`config.mk`:
```
export PLATFORM = sky130hd
export DESIGN_NAME = mux8x1_arbiter
export DESIGN_NICKNAME = d
export VERILOG_FILES = /design/src/rtl/mux8x1_arbiter_pkg.sv /design/src/rtl/mux8x1.sv /design/src/rtl/mux8x1_arbiter.sv
export SDC_FILE = /design/constraint.sdc
export NUM_CORES = 1
export LEC_CHECK = 0
export ABC_AREA = 1
export CAP_MARGIN = 25
export CORE_MARGIN = 2
export CORE_UTILIZATION = 46
export DETAILED_ROUTE_END_ITERATION = 10
export GPL_TIMING_DRIVEN = 0
export PLACE_DENSITY = 0.94
export SYNTH_ARGS = -nofsm -noshare
export SYNTH_HDL_FRONTEND = slang
export SYNTH_SLANG_ARGS = --single-unit
```
`constraint.sdc`:
```
create_clock -name clk -period 6.25 [get_ports clk]
set_input_delay 1.875 -clock clk [delete_from_list [all_inputs] [get_ports clk]]
set_output_delay 1.875 -clock clk [all_outputs]
set_load 0.02 [all_outputs]
```
`src/rtl/mux8x1_arbiter_pkg.sv`:
```
// Shared definitions for the mux8x1 round-robin arbiter: requester count,
// FSM encoding and the rotating-priority winner search.
package mux8x1_arbiter_pkg;

   localparam int NREQ = 8;

   typedef enum logic {
      IDLE  = 1'b0,
      GRANT = 1'b1
   } state_t;

   // First set bit of req scanning upward from ptr with wrap. The scan runs
   // from the farthest offset down, so the nearest hit is the last one written.
   function automatic logic [2:0] rr_pick(input logic [NREQ-1:0] req,
                                          input logic [2:0]      ptr);
      logic [2:0] idx;
      rr_pick = ptr;
      for (int i = NREQ - 1; i >= 0; i--) begin
         idx = ptr + 3'(i);
         if (req[idx]) rr_pick = idx;
      end
   endfunction

endpackage

```
`src/rtl/mux8x1.sv`:
```
// Eight-input word multiplexer: y is the word selected by sel.
module mux8x1 #(
   parameter int w = 8
) (
   input  logic [2:0]   sel,
   input  logic [w-1:0] d0,
   input  logic [w-1:0] d1,
   input  logic [w-1:0] d2,
   input  logic [w-1:0] d3,
   input  logic [w-1:0] d4,
   input  logic [w-1:0] d5,
   input  logic [w-1:0] d6,
   input  logic [w-1:0] d7,
   output logic [w-1:0] y
);

   // NOTE: every sel value has an arm, so y is assigned on every path and no latch is inferred.
   always_comb begin
      case (sel)
         3'd0: y = d0;
         3'd1: y = d1;
         3'd2: y = d2;
         3'd3: y = d3;
         3'd4: y = d4;
         3'd5: y = d5;
         3'd6: y = d6;
         3'd7: y = d7;
      endcase
   end

endmodule

```
`src/rtl/mux8x1_arbiter.sv`:
```
// Round-robin arbiter that grants one of eight requesters for up to MAXBURST
// beats and streams its word to a single valid/ready consumer.
module mux8x1_arbiter
   import mux8x1_arbiter_pkg::*;
#(
   parameter int w        = 8,
   parameter int MAXBURST = 4
) (
   input  logic            clk,
   input  logic            rst,
   input  logic [NREQ-1:0] req,
   input  logic [w-1:0]    data0,
   input  logic [w-1:0]    data1,
   input  logic [w-1:0]    data2,
   input  logic [w-1:0]    data3,
   input  logic [w-1:0]    data4,
   input  logic [w-1:0]    data5,
   input  logic [w-1:0]    data6,
   input  logic [w-1:0]    data7,
   output logic [NREQ-1:0] grant,
   output logic [2:0]      ctrl,
   output logic [w-1:0]    f,
   output logic            valid,
   input  logic            ready
);

   localparam int            CW   = $clog2(MAXBURST + 1);
   localparam logic [CW-1:0] LAST = CW'(MAXBURST - 1);

   state_t        state;
   logic [2:0]    ptr;
   logic [CW-1:0] cnt;
   logic [2:0]    winner;

   always_comb begin
      winner = rr_pick(req, ptr);
      valid  = (state == GRANT) && req[ctrl];
   end

   // NOTE: all state here is registered with <= so every branch sees the pre-edge values.
   always_ff @(posedge clk) begin
      if (rst) begin
         state <= IDLE;
         ptr   <= '0;
         ctrl  <= '0;
         grant <= '0;
         cnt   <= '0;
      end else begin
         case (state)
            IDLE: begin
               if (|req) begin
                  ctrl  <= winner;
                  grant <= NREQ'(1) << winner;
                  cnt   <= '0;
                  state <= GRANT;
               end else begin
                  grant <= '0;
               end
            end
            GRANT: begin
               // A withdraw ends the grant without a transfer, even on the last beat.
               if (!req[ctrl] || (ready && cnt == LAST)) begin
                  state <= IDLE;
                  grant <= '0;
                  ptr   <= ctrl + 3'd1;
               end else if (ready) begin
                  cnt <= cnt + CW'(1);
               end
            end
         endcase
      end
   end

   mux8x1 #(.w(w)) u_mux (
      .sel (ctrl),
      .d0  (data0),
      .d1  (data1),
      .d2  (data2),
      .d3  (data3),
      .d4  (data4),
      .d5  (data5),
      .d6  (data6),
      .d7  (data7),
      .y   (f)
   );

endmodule

```
# --- Word-level counts from Yosys, hierarchy flattened ---
# Cells that the tools add are included.
totals:
  ff_bits: 18
  inputBits: 75
  out_inout_bits: 20
  word_cells: 83
classes:
  shifts: 1
  n_eq_ne: 12
  bitwise: 1
  n_addsub: 9
  mux: 37
  reduce_logical: 9
  magnitude_cmp: 9
op_table:
  columns: ["op", "n"]
  rows:
  - ["case mux 8 bit (8 select lines)", 1]
  - ["less-than comparator 3 x 4 -> 1 bit (second input constant)", 9]
  - ["2-to-1 mux 3 bit", 11]
  - ["binary-select mux 1 bit (select 3 bit)", 9]
  - ["2-to-1 mux 8 bit", 2]
  - ["case mux 8 bit (2 select lines)", 1]
  - ["adder 3 bit (second input constant)", 4]
  - ["equality test 3 bit (second input constant)", 4]
  - ["2-to-1 mux 1 bit", 11]
  - ["adder 3 x 1 -> 3 bit (second input constant)", 3]
  - ["equality test 3 x 2 -> 1 bit (second input constant)", 3]
  - ["OR reduction 8 bit", 1]
  - ["left shift 1 x 3 -> 8 bit (first input constant)", 1]
  - ["adder 3 x 2 -> 3 bit (second input constant)", 2]
  - ["!= test 2 bit (second input constant)", 3]
  - ["case mux 3 bit (2 select lines)", 1]
  - ["AND reduction 2 bit", 2]
  - ["equality test 3 x 1 -> 1 bit (second input constant)", 1]
  - ["zero test 3 bit", 1]
  - ["AND reduction 3 bit", 1]
  - ["logical AND 1 bit", 2]
  - ["!= test 2 x 1 -> 1 bit (second input constant)", 1]
  - ["case mux 1 bit (2 select lines)", 1]
  - ["zero test 1 bit", 1]
  - ["2 further kinds", 2]

# --- Depth between registers and ports, before layout ---
logic_depth:
  ltp_word: 14
  mapped_depth: 24
  depth_no_buf: 22

# --- By module ---
# A second synthesis with hierarchy kept.
hier_totals:
  cells_unflattened: 390
  area_unflattened_um2: 2235.9
by_module_without_submodules:
  columns: ["module", "instances", "seq_area_each_um2", "area_per_inst_um2", "cells_per_inst"]
  rows:
  - ["mux8x1_arbiter", 1, 360.3, 1551.5, 252]
  - ["mux8x1", 1, 0.0, 684.4, 138]

# --- Least setup slack after synthesis ---
# No wires, ideal clock.
synth_path:
  path_type: "in2out"
  start: "in req[1]"
  end: "out valid"
  cell_stages: 6
  n_path_buf: 0
  slack_ps: 1832
  t_arrival_ps: 2543
  required_time_ps: 4375
  path_cell_list: "inv_1 > a21oi_1 > o21ai_0 > o211ai_1 > nand2_1 > nor2_1"
synth_via:
  elab_chain_len: 3
synth_rtl:
  columns: ["element", "line", "text"]
  rows:
  - ["from (decl)", "mux8x1_arbiter.sv:11", "input logic [NREQ-1:0] req,"]
  - ["binary-select mux 1 bit (select 3 bit)", "mux8x1_arbiter.sv:37", "valid = (state == GRANT) && req[ctrl];"]
  - ["2-to-1 mux 1 bit (not written as such)", "mux8x1_arbiter.sv:37", null]
  - ["logical AND 1 bit", "mux8x1_arbiter.sv:37", null]
  - ["to (decl)", "mux8x1_arbiter.sv:23", "output logic valid,"]
# Every way passes these cells. The select of a mux whose other input is x is not followed.

# --- Final worst setup path ---
# Ends and elaborated chain as after synthesis.

==> summary.txt <==
status = complete, no violations
Reg power frac = 0.113
Primary FF master, synth = dfxtp_1
Worst setup SP type = input port
DRC violation count after routing = 0
maximum fanout along the worst path = 4
DR vias = 2651
largest net degree at the start of global routing = 11
Rows = 24
setup TNS = 0 ns
Final Cell Area = 0.003171 mm^2
internal power = 731.5 uW
RSZ-0062 raised after global routing = false
CTS Sinks = 18
fillers = 371
hold_sp = cnt[2]
ys async rst share = 0
#FFs+latches synth = 18
TritonRoute pass-1 iters = 4
final slew viol count = 0
grt total ovfl = 0
LEAKAGE = 1.429 nW
Hold Vio Cnt, Final = 0
Final Cycle Share = 0.8898
Worst Path Arrival = 3.69 ns
vias in the first global route = 2477
Die ar. = 0.005164 mm^2
Final setup viols = 0
Final HPWL DP = 5914 um
Sw Ratio = 0.5584
Setup crit end kind = output port
top sig layer = met4
Mapped Avg Cell Area = 6.380 um^2
min Tclk post-route = 5.561 ns
worst rel slew slack = 0.7033
Placer Congestion = 0.8849
Max H-tree Level = 1
met3 routed WL = 553 um
Routed WL = 7135 um
CTS Hold Buffers Added = 0
CP Launch Point = req[1]
Seq/Total Area, Yosys = 0.1701
GRT Overall Usage = 0.2691
Cell Pwr Density = 522.4 mW/mm^2
antenna viol nets, final = 0
Port-buffer cells = 94
Routed WL per cell = 14.80 um
WP data required = 4.38 ns
Post-synth EDFFs = 0
Placed Instance Area = 0.003124 mm^2
core area = 0.004384 mm^2
Num CTS Buffers = 3
synthesized area = 0.002118 mm^2
Initial Utilization = 0.4832
achievable frequency = 179.8 MHz
Synthesized Nets = 417
met2 routed WL = 3546 um
area grow syn2layout = 49.68%
clk_lat worst skew = 0.25 ns
CP Class = input port to output port
Root Driver = clkbuf_8
Gate power share = 0.840
DR iter-0 viols = 174
height of the die = 71.86 um
Hold Crit Class = register to register
Max Cap Violations = 0
initial antenna violation count = 0
Clock transition at path regs = 0.06 ns
Crit Reg-Reg Startpoint = ptr[0]
Cell variety after synth = 31
ANT cells = 0
first-pass GRT wire length = 11300 um
vias per inst = 5.500
die width = 71.86 um
M1 WL = 2878 um
clk_skew = 0.003136 ns
Post-CTS Setup Inserts = 0
CTS tree = built
Sw Pwr = 924.9 uW
worst-margin pin slew = 0.4451 ns
layout cell share with drive strength beyond 1 = 0.1256
fin nets = 517
clock group share of total power = 0.046
I/O pin count = 95
maximum clock path buffer count = 2
Post-CTS Resized = 0
Peak VDD IR = 407.7 uV
synth warn = 0
Design Power = 1.656 mW
gate count of the mapped netlist = 332
-- sequential cells by signal, summed over array words and instances (netlist names) --
signal,flops
cnt,3
ptr,3
ctrl,3
grant,8
state,1
-- power by group through the flow --
stage          Sequential (mW)  Combinational [mW]  Clock [mW]
6_report                 0.188                1.39      0.0768
2_1_floorplan            0.209               0.948           0
5_1_grt                  0.194                1.54      0.0852
3_5_place_dp             0.190                1.37           0
3_3_place_gp             0.187                1.33           0
4_1_cts                  0.188                1.38      0.0785
-- cell families after synthesis --
logic type      after synthesis  share of synthesized area
buf+inv                      56                     0.1175
simple gates                181                     0.4483
xor+xnor                      1                   0.007681
fa+ha+maj                    10                    0.05907
compound gates               66                     0.1973
flops                        18                     0.1701
-- Yosys cell counts, types with 3 or more instances --
cell | number | area [um^2]
ha_1 | 10 | 125.1
a21oi_2 | 3 | 26.28
nand2_2 | 9 | 56.30
nand2_4 | 8 | 90.09
a21oi_1 | 24 | 120.1
inv_1 | 40 | 150.1
a22o_1 | 8 | 70.07
dfxtp_1 | 18 | 360.4
o21ai_0 | 16 | 80.08
a221oi_1 | 8 | 70.07
clkbuf_1 | 5 | 18.77
nand2_1 | 63 | 236.5
nor2_1 | 29 | 108.9
inv_2 | 5 | 18.77
nand3_1 | 51 | 255.2
nand3_2 | 16 | 160.2
-- final timing paths --
| kind | end | slack [ns] | cells after the start |
|---|---|---|---|
| worst min-delay path | cnt[2] | 0.46 | 2 |
| worst min register to register | cnt[2] | 0.46 | 2 |
| worst max register to register | grant[6] | 3.63 | 19 |
| worst max-delay path | valid | 0.69 | 8 |
-- critical path, stage by stage --
cell and delay [ns]:
clkdlybuf4s50_1 0.59, inv_1 0.07, a21oi_1 0.11, o21ai_0 0.08, o211ai_1 0.16, nand2_1 0.09
nor2_1 0.09, clkdlybuf4s50_1 0.62
-- layer usage --
metal / GRT usage / up-vias
met4: 0.08176 / 0
li1: - / 1323
met2: 0.4877 / 127
met3: 0.03797 / 20
met1: 0.3273 / 1181
met5: 0 / -
-- layout make-up --
cell class,count,area [um^2],area share
well taps,52,65.06,0.02052
multi-input cells,258,1509,0.4759
inverters,47,183.9,0.05801
repair buffers,95,945.9,0.2983
plain buffers,9,65.06,0.02052
clock buffers,3,41.29,0.01302
flip-flops and latches,18,360.3,0.1137
-- placed cells by master (no fill, tap or decap), types with 9 or more instances in the layout --
| cell type | count |
|---|---|
| dfxtp_1 | 18 |
| o21ai_0 | 16 |
| clkdlybuf4s50_1 | 94 |
| inv_1 | 40 |
| ha_1 | 10 |
| nand3_2 | 16 |
| nand2_1 | 63 |
| nor2_1 | 29 |
| a21oi_1 | 24 |
| nand2_2 | 9 |
| nand3_1 | 51 |
-- metrics by stage --
stage | cells | utilization | hold slack [ns] | setup WS [ns]
4_1_cts | 481 | 0.7220 | 0.4697 | 0.6625
5_1_grt | 482 | 0.7232 | 0.4871 | 0.5449
2_1_floorplan | 332 | - | 0.4347 | 1.832
6_report | 482 | 0.7232 | 0.4647 | 0.6889
3_5_place_dp | 478 | 0.7126 | 0.4607 | 0.6679
3_3_place_gp | 478 | 0.7126 | 0.4469 | 0.6931
(Power assumes the default switching activity.)
